===== config.mk =====
export PLATFORM = sky130hd
export DESIGN_NAME = vx_decode_queue
export DESIGN_NICKNAME = d
export VERILOG_FILES = /design/src/rtl/vx_decode_pkg.sv /design/src/rtl/vx_decode_fifo_mem.sv /design/src/rtl/vx_decode_queue.sv
export SDC_FILE = /design/constraint.sdc
export NUM_CORES = 1
export LEC_CHECK = 0
export CORE_UTILIZATION = 43
export CTS_CLUSTER_DIAMETER = 80
export DETAILED_ROUTE_END_ITERATION = 10
export PLACE_DENSITY_LB_ADDON = 0.08
export RECOVER_POWER = 25
export SYNTH_ARGS = -nofsm -noshare
export SYNTH_HDL_FRONTEND = slang
export SYNTH_SLANG_ARGS = --single-unit

===== constraint.sdc =====
create_clock -name clk -period 16.15 [get_ports clk]
set_input_delay 3.23 -clock clk [delete_from_list [all_inputs] [get_ports clk]]
set_output_delay 3.23 -clock clk [all_outputs]
set_load 0.1 [all_outputs]

===== src/rtl/vx_decode_pkg.sv =====
// vx_decode_pkg: decode payload layout shared by the decode queue and its users.
`ifndef NUM_WARPS
`define NUM_WARPS 4
`endif
`ifndef UUID_WIDTH
`define UUID_WIDTH 44
`endif
`ifndef NUM_THREADS
`define NUM_THREADS 4
`endif
`ifndef EX_BITS
`define EX_BITS 3
`endif
`ifndef INST_OP_BITS
`define INST_OP_BITS 4
`endif
`ifndef INST_MOD_BITS
`define INST_MOD_BITS 3
`endif
`ifndef NR_BITS
`define NR_BITS 6
`endif

package vx_decode_pkg;
    localparam int VX_NUM_WARPS  = `NUM_WARPS;
    localparam int NW_BITS       = (VX_NUM_WARPS > 1) ? $clog2(VX_NUM_WARPS) : 1;
    localparam int UUID_W        = `UUID_WIDTH;
    localparam int NUM_THREADS   = `NUM_THREADS;
    localparam int EX_BITS       = `EX_BITS;
    localparam int INST_OP_BITS  = `INST_OP_BITS;
    localparam int INST_MOD_BITS = `INST_MOD_BITS;
    localparam int NR_BITS       = `NR_BITS;

    typedef struct packed {
        logic [UUID_W-1:0]        uuid;
        logic [NW_BITS-1:0]       wid;
        logic [NUM_THREADS-1:0]   tmask;
        logic [31:0]              PC;
        logic [EX_BITS-1:0]       ex_type;
        logic [INST_OP_BITS-1:0]  op_type;
        logic [INST_MOD_BITS-1:0] op_mod;
        logic                     wb;
        logic                     use_PC;
        logic                     use_imm;
        logic [31:0]              imm;
        logic [NR_BITS-1:0]       rd;
        logic [NR_BITS-1:0]       rs1;
        logic [NR_BITS-1:0]       rs2;
        logic [NR_BITS-1:0]       rs3;
    } decode_data_t;

    localparam int VX_DECODE_DATAW = $bits(decode_data_t);
    localparam int WID_LSB         = VX_DECODE_DATAW - UUID_W - NW_BITS;

    function automatic logic [NW_BITS-1:0] get_wid(input logic [VX_DECODE_DATAW-1:0] d);
        return d[WID_LSB +: NW_BITS];
    endfunction
endpackage


===== src/rtl/vx_decode_fifo_mem.sv =====
// vx_decode_fifo_mem: DEPTH x DATAW register array, one write port, async read port.
module vx_decode_fifo_mem #(
    parameter int DEPTH = 4,
    parameter int DATAW = 8
) (
    input  logic                     clk,
    input  logic                     i_wr_en,
    input  logic [$clog2(DEPTH)-1:0] i_wr_addr,
    input  logic [DATAW-1:0]         i_wr_data,
    input  logic [$clog2(DEPTH)-1:0] i_rd_addr,
    output logic [DATAW-1:0]         o_rd_data
);
    logic [DATAW-1:0] r_mem [DEPTH];

    always_ff @(posedge clk) begin
        if (i_wr_en) r_mem[i_wr_addr] <= i_wr_data;
    end

    assign o_rd_data = r_mem[i_rd_addr];
endmodule


===== src/rtl/vx_decode_queue.sv =====
// vx_decode_queue: in-order decode-to-issue FIFO with per-warp occupancy tracking.
module vx_decode_queue
    import vx_decode_pkg::*;
#(
    parameter int DEPTH     = 4,
    parameter int NUM_WARPS = `NUM_WARPS,
    parameter int DATAW     = VX_DECODE_DATAW
) (
    input  logic                     clk,
    input  logic                     reset_n,
    input  logic                     dec_valid,
    input  logic [DATAW-1:0]         dec_data,
    output logic                     dec_ready,
    output logic                     iss_valid,
    output logic [DATAW-1:0]         iss_data,
    input  logic                     iss_ready,
    output logic [$clog2(DEPTH):0]   count,
    output logic [NUM_WARPS-1:0]     wid_pending
);
    localparam int AW = $clog2(DEPTH);
    localparam int CW = AW + 1;

    logic [AW-1:0]      r_wr_ptr, r_rd_ptr;
    logic [CW-1:0]      r_count;
    logic [CW-1:0]      r_wcnt [NUM_WARPS];
    logic               w_push, w_pop;
    logic [NW_BITS-1:0] w_push_wid, w_pop_wid;

    // Handshake flags come only from registered count, so no pass-through paths exist.
    assign dec_ready  = r_count != CW'(DEPTH);
    assign iss_valid  = r_count != '0;
    assign count      = r_count;
    assign w_push     = dec_valid && dec_ready;
    assign w_pop      = iss_valid && iss_ready;
    assign w_push_wid = get_wid(dec_data);
    assign w_pop_wid  = get_wid(iss_data);

    vx_decode_fifo_mem #(.DEPTH(DEPTH), .DATAW(DATAW)) u_mem (
        .clk       (clk),
        .i_wr_en   (w_push),
        .i_wr_addr (r_wr_ptr),
        .i_wr_data (dec_data),
        .i_rd_addr (r_rd_ptr),
        .o_rd_data (iss_data)
    );

    always_ff @(posedge clk or negedge reset_n) begin
        if (!reset_n) begin
            r_wr_ptr <= '0;
            r_rd_ptr <= '0;
            r_count  <= '0;
        end else begin
            r_wr_ptr <= r_wr_ptr + AW'(w_push);
            r_rd_ptr <= r_rd_ptr + AW'(w_pop);
            r_count  <= r_count + CW'(w_push) - CW'(w_pop);
        end
    end

    for (genvar g = 0; g < NUM_WARPS; g++) begin : g_wcnt
        logic w_inc, w_dec;
        assign w_inc = w_push && (w_push_wid == NW_BITS'(g));
        assign w_dec = w_pop && (w_pop_wid == NW_BITS'(g));
        always_ff @(posedge clk or negedge reset_n) begin
            if (!reset_n) r_wcnt[g] <= '0;
            else          r_wcnt[g] <= r_wcnt[g] + CW'(w_inc) - CW'(w_dec);
        end
        assign wid_pending[g] = r_wcnt[g] != '0;
    end

    logic [31:0] w_wsum;
    always_comb begin
        w_wsum = '0;
        for (int i = 0; i < NUM_WARPS; i++) w_wsum = w_wsum + 32'(r_wcnt[i]);
    end

    a_no_overflow:  assert property (@(posedge clk) disable iff (!reset_n) !(w_push && r_count == CW'(DEPTH)));
    a_no_underflow: assert property (@(posedge clk) disable iff (!reset_n) !(w_pop && r_count == '0));
    a_wcnt_sum:     assert property (@(posedge clk) disable iff (!reset_n) w_wsum == 32'(r_count));
endmodule


**After elaboration in Yosys (flattened, before gate mapping)**

Memories as Yosys holds them, arrays and structs flattened.
Index checks and enable logic that the tools add are counted.

- Bits in registers: 19
- Bits in writable memories: 604
- Input port bits: 155
- Output and inout bits: 160
- Logic and storage cells: 46
- Memories: 1

Memories:

| name | depth | bits a word | read ports | clocked after memory_dff | wr ports | line | RTL |
|---|---|---|---|---|---|---|---|
| u_mem.r_mem | 4 | 151 | 1 | 0 | 1 | vx_decode_fifo_mem.sv:13 | `logic [DATAW-1:0] r_mem [DEPTH];` |

- Add/sub/neg operators: 12
- Equal/unequal tests: 7
- Multiplexer cells: 2
- Reduce and logical (&&, ||, !) cells: 17

Operator list:

| cell | number |
|---|---|
| 3-bit by 1-bit adder with 3-bit output | 5 |
| 3-bit nonzero test | 5 |
| 3-bit by 1-bit subtractor with 3-bit output | 5 |
| 1-bit logical AND | 10 |
| 2-bit equality test (second input constant) | 4 |
| 2-bit by 1-bit adder with 2-bit output | 2 |
| 2-bit by 1-bit equality test with 1-bit output (second input constant) | 2 |
| 2-bit logical NOT | 2 |
| 3-bit inequality test (second input constant) | 1 |
| 1-bit two-way mux | 2 |

**Longest topological paths before layout**

Gate-level depths: netlist (run 1).

- Word-level depth: 5
- Mapped depth: 11
- Gate-level depth less buffers: 11

**Cells and area by module**

Synthesis (run 1) repeated with hierarchy kept, for this count alone.

- Cell total of the unflattened synthesis: 880
- Area total of the unflattened synthesis: 22870.7 um2

By module, submodules not included:

| module | instances | cells each | area an instance (um2) | sequential area each (um2) |
|---|---|---|---|---|
| vx_decode_fifo_mem | 1 | 793 | 21800.9 | 18137.4 |
| vx_decode_queue | 1 | 87 | 1069.8 | 475.5 |

**Least setup slack after synthesis (run 1)**

No wires, ideal clock.

- Path type: input-to-reg
- Start: input dec_valid
- End: memory u_mem.r_mem[1][0] in the netlist's numbering (enable)
- Setup time: 878 ps
- Data arrival time: 14329 ps
- Path slack: 944 ps
- Stages: 2
- Path buffers: 0
- Cell sequence: nand2_1 -> nor3b_1

- Cells in the longest elaborated chain, start to end: 3

RTL lines:

| what | line | RTL |
|---|---|---|
| start, declared | vx_decode_queue.sv:11 | `input logic dec_valid,` |
| 1-bit logical AND | vx_decode_queue.sv:33 | `assign w_push = dec_valid && dec_ready;` |
| 1-bit two-way mux | vx_decode_fifo_mem.sv:16 | `if (i_wr_en) r_mem[i_wr_addr] <= i_wr_data;` |
| 1-bit two-way mux (not written as such) | vx_decode_fifo_mem.sv:16 |  |
| end, declared | vx_decode_fifo_mem.sv:13 |  |

Every way passes these cells.

**Worst setup path in the final report (run 1)**

- Start: register r_rd_ptr[0]
- End: output iss_data[101]

- Cells in the longest elaborated chain, start to end: 1

RTL lines:

| what | line | RTL |
|---|---|---|
| start, declared | vx_decode_queue.sv:23 | `logic [AW-1:0] r_wr_ptr, r_rd_ptr;` |
| start signal, assigned | vx_decode_queue.sv:54 | `r_rd_ptr <= r_rd_ptr + AW'(w_pop);` |
| memory 4 x 151 bit | -- |  |
| end, declared | vx_decode_queue.sv:15 | `output logic [DATAW-1:0] iss_data,` |

Every way passes these cells.

==> out/qor.txt, run 1 <==
WHS = 0.4692 ns
Avg WL per Cell = 22.88 um
Max Slew Vio Count = 0
Setup_tns = 0 ns
Hold buffer count at cts = 0
Io pins = 315
Gr busiest metal = met2
Sink Count = 623
WHS Path Cells = 1
Reg clk slew, reported paths = 0.06 ns
Post-synth net total = 1,047
Register area share after synthesis = 0.8166
Starting DRC count in detailed routing = 585
FF-to-FF End = r_wcnt[5]$_DFF_PN0_
Library cells used by synthesis = 22
Worst r2r path cells = 11
Worst setup path category = reg -> out
Antenna violations before repair = 7
Worst reg2reg startpoint = r_rd_ptr[1]$_DFF_PN0_
Min-delay src = r_wcnt[5]$_DFF_PN0_
# H-tree levels = 3
CP Cell Sequence = buf_4, buf_4, mux4_2, clkdlybuf4s50_1
Crit. End Element = output port
Cell area after synthesis = 22,790 um2
Drt via density = 5.123
Seq cells post-synth = 623
Fmax = 127.4 MHz
Site Rows = 84
Most used cell, CP = buf_4
Port Buffers = 314
Drt pass-1 iters = 4
Clk_lat worst skew = 0.59 ns
Via count = 10,149
Total gr overflow = 0
Max_slew headroom = 0.2671
Clock Path Buffers = 3
Final setup vio count = 0
Max-Cap Viols = 0
Die span in y = 232.2 um
Initial Util = 0.4346
Minimum clock period = 7.851 ns
Residual DRC = 0
Post-CTS Resized = 0
Placer congestion estimate = 0.7116
First-pass GRT wire length = 67,140 um
Period utilization = 0.4861
Hold Fails Final Rpt = 0
Worst slew pin tran = 1.096 ns
Worst Setup Start Kind = register
Crit-path max FO = 46
Die width = 232.2 um
RSZ-0062 raised after global routing = false
Arr. time, crit path = 4.62 ns
Reg-to-reg slack, setup = 12.48 ns
Slowest-stage cell, CP = clkdlybuf4s50_1
Total GRT Usage = 0.1694
Core area = 52,450 um2
Fin Clk Skew = 0.01803 ns
Largest net degree at the start of global routing = 152
Layout area overhead = 26.10%
Synthesized area per cell = 25.99 um2
Fraction of layout cells with a size suffix above 1 = 0.1998
Met3 usage = 0.05501
Drt total wl = 45,320 um
CP max stage delay = 1.02 ns
Setup Fix Bufs, Post-CTS = 0
Hold endpoint = r_wcnt[5]$_DFF_PN0_
Yosys warnings = 0
Die area = 53,930 um2
Met2 Usage GRT = 0.2651
CTS root buffer = clkbuf_16
Class of the worst hold path = reg -> reg
Status = completed
ANT nets after route = 0
Met1 capacity usage during global routing = 0.2236
CTS tree = built
Total CTS buffers = 66
Vias in the first global route = 10,660
WP data required = 12.92 ns
Placed wire-length estimate = 26,200 um
Cells after Synth = 877
Final Net Count = 1,410
==> Yosys cell counts <==
master    count  area (um2)
nand3_1       1       5.000
ha_1         10       125.1
buf_6        11       123.9
nand2_1       4       15.01
buf_2        18       90.09
inv_1        15       56.30
clkbuf_1      5       18.77
o31a_1        1       8.760
edfxtp_1    604       18140
or3_1         6       37.54
nor3_1        3       15.01
inv_2         1       3.750
nor2_1        3       11.26
and3_1        1       6.260
mux4_2      151        3401
dfrtp_1      19       475.5
fa_1          5       100.1
nand3b_1      2       15.01
xor2_1        3       26.28
or3b_1        1       8.760
nor3b_1       2       15.01
xnor2_1      11       96.34
==> how the worst max path moves through the flow <==
| stage | startpoint | endpoint | slack [ns] | depth (start not counted) |
|---|---|---|---|---|
| 4_1_cts | r_rd_ptr[0]$_DFF_PN0_ | iss_data[87] | 8.12 | 4 |
| 3_3_place_gp | r_rd_ptr[0]$_DFF_PN0_ | iss_data[87] | 8.75 | 4 |
| 6_report | r_rd_ptr[0]$_DFF_PN0_ | iss_data[101] | 8.30 | 4 |
| 2_1_floorplan | dec_valid | u_mem.r_mem[1][0]$_DFFE_PP_ | 0.94 | 2 |
| 3_5_place_dp | r_rd_ptr[0]$_DFF_PN0_ | iss_data[87] | 8.76 | 4 |
| 5_1_grt | r_rd_ptr[0]$_DFF_PN0_ | iss_data[87] | 7.88 | 4 |
==> cell usage in the layout (no fill, tap or decap), drive strengths merged <==
cell and n:
nor3b 2, clkinv 26, nor3 3, bufinv 2, buf 15, dfrtp 19, diode 7, nand3 1
xor2 3, nand3b 2, clkdlybuf4s50 221, nand2 4, edfxtp 604, o31a 1, ha 10, fa 5
mux4 151, xnor2 11, or3b 1, nor2 3, or3 6, clkbuf 85, and3 1, inv 17
dlygate4sd3 93
==> layout make-up <==
class                      count  area [um2]
fill                        3927       23700
sequential                   623       18620
multi-input combinational    204        3906
timing repair buffer         329        3268
clock buffer                  85        1829
tap                          688       860.8
clock inverter                29       178.9
inverter                      16       60.06
antenna                        7       17.52
==> cell families (layout without fill, tap and decap cells) <==
family                   after synthesis  in the layout  share of synthesized area
flip-flops                           623            623                     0.8166
multiplexers                         151            151                     0.1492
buffers and inverters                 50            459                    0.01285
AND/OR/NAND/NOR                       23             23                   0.005654
adder cells (fa/ha/maj)               15             15                   0.009882
XOR/XNOR                              14             14                   0.005380
AO/OA/AOI/OAI                          1              1                  0.0003843
other                                  0              7                          0
==> registers in the layout, summed over array words and instances (netlist names) <==
| name | flops |
|---|---|
| u_mem.r_mem | 604 |
| r_wcnt | 12 |
| count | 3 |
| r_rd_ptr | 2 |
| r_wr_ptr | 2 |
==> critical path, delay by kind of cell (launching register included) <==
family	cells	cell delay, ns
multiplexers	1	0.60
buffers and inverters	3	2.63
flip-flops	1	0.67
==> per-stage QoR <==
stage	setup slack (ns)	util	instances	area, um2
2_1_floorplan	0.9436	-	877	22790
3_3_place_gp	8.750	0.5094	1860	26720
3_5_place_dp	8.759	0.5094	1860	26720
4_1_cts	8.115	0.5477	1974	28720
5_1_grt	7.883	0.5478	1976	28730
6_report	8.299	0.5480	1981	28740
==> routing by layer <==
layer / up-vias / routed length, um
li1: 4494 / -
met1: 5296 / 18770
met2: 258 / 22210
met3: 93 / 3152
met4: 8 / 1132
met5: - / 56
Power of run 1 is not shown: default switching activity piles up to over one toggle a cycle in this logic, so the estimate is an artifact.
==> run 2, diff against run 1 <==
==> constraint.sdc (replaced) <==
create_clock -name clk -period 7.3 [get_ports clk]
set_input_delay 1.46 -clock clk [delete_from_list [all_inputs] [get_ports clk]]
set_output_delay 1.46 -clock clk [all_outputs]
set_load 0.1 [all_outputs]
==> run 2 against run 1 <==
Effect of this change: clock skew shrank 0.0012 ns; utilization is 0.34 points higher; sequential share of layout area fell by 0.40 points; design area rose by 0.63%; final cell count is 0.35% lower; hold slack got worse by 0.0071 ns; largest cell class unchanged; first-iteration DRC count fell by 11%.
==> out/qor.txt, run 2 (synthesis results as in run 1) <==
Initial Util = 0.4346 (unchanged)
ANT nets after route = 0 (unchanged)
Crit-path max FO = 64 (was 46)
Placed wire-length estimate = 25,220 um (was 26,200 um)
CTS tree = built (unchanged)
Clk_lat worst skew = 0.58 ns (was 0.59 ns)
WP data required = 5.84 ns (was 12.92 ns)
Placed Cells = 1,854 (was 1,860)
Core area = 52,450 um2 (unchanged)
Die area = 53,930 um2 (unchanged)
Finished Layout Cells = 1,974 (was 1,981)
Crit. End Element = output port (unchanged)
Period utilization = 0.7074
Total GRT Usage = 0.1712 (was 0.1694)
Max-Cap Viols = 0 (unchanged)
Worst Setup Start Kind = register (unchanged)
Final core occ = 0.5515 (was 0.5480)
Clock Path Buffers = 3 (unchanged)
Total gr overflow = 0 (unchanged)
Minimum clock period = 5.164 ns
Reg clk slew, reported paths = 0.06 ns (about the same)
Worst reg2reg startpoint = r_rd_ptr[0]$_DFF_PN0_ (was r_rd_ptr[1]$_DFF_PN0_)
Post-CTS Resized = 0 (unchanged)
Setup Fix Bufs, Post-CTS = 0 (unchanged)
Layout area overhead = 26.89% (was 26.10%)
Slowest-stage cell, CP = clkdlybuf4s50_1 (unchanged)
Hold Fails Final Rpt = 0 (unchanged)
Die span in y = 232.2 um (unchanged)
Drt total wl = 45,350 um (was 45,320 um)
Pre-CTS setup slack = 2.642 ns (was 8.759 ns)
Drt via density = 5.159 (was 5.123)
CP Cell Sequence = buf_12, mux4_2, clkdlybuf4s50_1 (was buf_4, buf_4, mux4_2, clkdlybuf4s50_1)
Worst r2r path cells = 10 (was 11)
Max_slew headroom = 0.2638 (was 0.2671)
Largest net degree at the start of global routing = 148 (was 152)
Vias in the first global route = 10,886 (was 10,660)
Cell family with most CP delay = buffers and inverters (unchanged)
Setup_tns = 0 ns (unchanged)
Worst setup path category = reg -> out (unchanged)
RSZ-0062 raised after global routing = false (unchanged)
Sink Count = 623 (unchanged)
Starting DRC count in detailed routing = 520 (was 585)
Die width = 232.2 um (unchanged)
Flip-flop count of the largest register after layout = 604 (unchanged)
# H-tree levels = 3 (unchanged)
Via count = 10,184 (was 10,149)
Biggest register = u_mem.r_mem (unchanged)
Class of the worst hold path = reg -> reg (unchanged)
CP max stage delay = 1.00 ns (was 1.02 ns)
Io pins = 315 (unchanged)
Hold buffer count at cts = 0 (unchanged)
Drt pass-1 iters = 4 (unchanged)
FF-to-FF End = r_wcnt[5]$_DFF_PN0_ (unchanged)
CTS root buffer = clkbuf_16 (unchanged)
Placer congestion estimate = 0.6966 (was 0.7116)
Residual DRC = 0 (unchanged)
Most frequent cells in the layout = edfxtp_1, clkdlybuf4s50_1, mux4_2 (unchanged)
Port Buffers = 314 (unchanged)
Crit. Startpoint = r_rd_ptr[0]$_DFF_PN0_ (unchanged)
Max Slew Vio Count = 0 (unchanged)
Total CTS buffers = 67 (was 66)
Final setup vio count = 0 (unchanged)
Fraction of layout cells with a size suffix above 1 = 0.1958 (was 0.1998)
PnR worst setup slack = 2.136 ns (was 8.299 ns)
Worst slew pin tran = 1.101 ns (was 1.096 ns)
Status = completed (unchanged)
Antenna violations before repair = 12 (was 7)
Fin Clk Skew = 0.01681 ns (was 0.01803 ns)
Arr. time, crit path = 3.70 ns (was 4.62 ns)
First-pass GRT wire length = 68,270 um (was 67,140 um)
WP buf/inv = 2 (was 3)
CP endpoint = iss_data[86] (was iss_data[101])
Site Rows = 84 (unchanged)
Fmax = 193.6 MHz
Reg-to-reg slack, setup = 3.71 ns (was 12.48 ns)
Cell count along the critical path = 3 (was 4)
Avg WL per Cell = 22.98 um (was 22.88 um)
Commonest non-fill, non-tap cell in the layout = edfxtp_1 (unchanged)
Final Net Count = 1,405 (was 1,410)
-- run 2: changes by cell type in the layout (fill, tap and decap cells not counted), moves of 2 or more --
cell       before  now
buf_12          1    7
buf_4          14    2
bufinv_16       2    7
clkbuf_1       14   17
clkinv_2       10    3
diode_2         7    4
nor3b_2         2    0
nor3b_4         0    2
-- run 2: per-stage QoR --
stage                     area [um2]  hold WS, ns
after global placement         26760       0.4528
after global routing           28910       0.4771
after CTS                      28910       0.4684
after detailed placement       26760       0.4568
after floorplan                22830       0.4392
final                          28920       0.4621
-- run 2: layer usage --
layer  GRT usage  wire length [um]
met1      0.2251             19000
met2      0.2706             21940
met3     0.05317              3265
met4     0.05798              1071
met5           0                82
-- run 2: worst min-delay path by stage --
stage / start / endpoint / slack (ns) / cells after the start
after global placement: r_wcnt[11]$_DFF_PN0_ / r_wcnt[11]$_DFF_PN0_ / 0.45 / 1
after detailed placement: r_wcnt[8]$_DFF_PN0_ / r_wcnt[8]$_DFF_PN0_ / 0.46 / 1
final: r_wcnt[8]$_DFF_PN0_ / r_wcnt[8]$_DFF_PN0_ / 0.46 / 1
after floorplan: r_wcnt[11]$_DFF_PN0_ / r_wcnt[11]$_DFF_PN0_ / 0.44 / 1
after global routing: r_wcnt[8]$_DFF_PN0_ / r_wcnt[8]$_DFF_PN0_ / 0.48 / 1
after CTS: r_wcnt[8]$_DFF_PN0_ / r_wcnt[8]$_DFF_PN0_ / 0.47 / 1
-- run 2: final cells by class --
cell class | instances | area (um2)
well taps | 688 | 860.8
multi-input cells | 204 | 3925
repair buffers | 323 | 3298
diodes | 4 | 10.01
clock inverters | 28 | 306.5
clock buffers | 88 | 1841
inverters | 16 | 60.06
fillers | 3904 | 23520
flip-flops and latches | 623 | 18620
Power of run 2 is left out for the same reason.
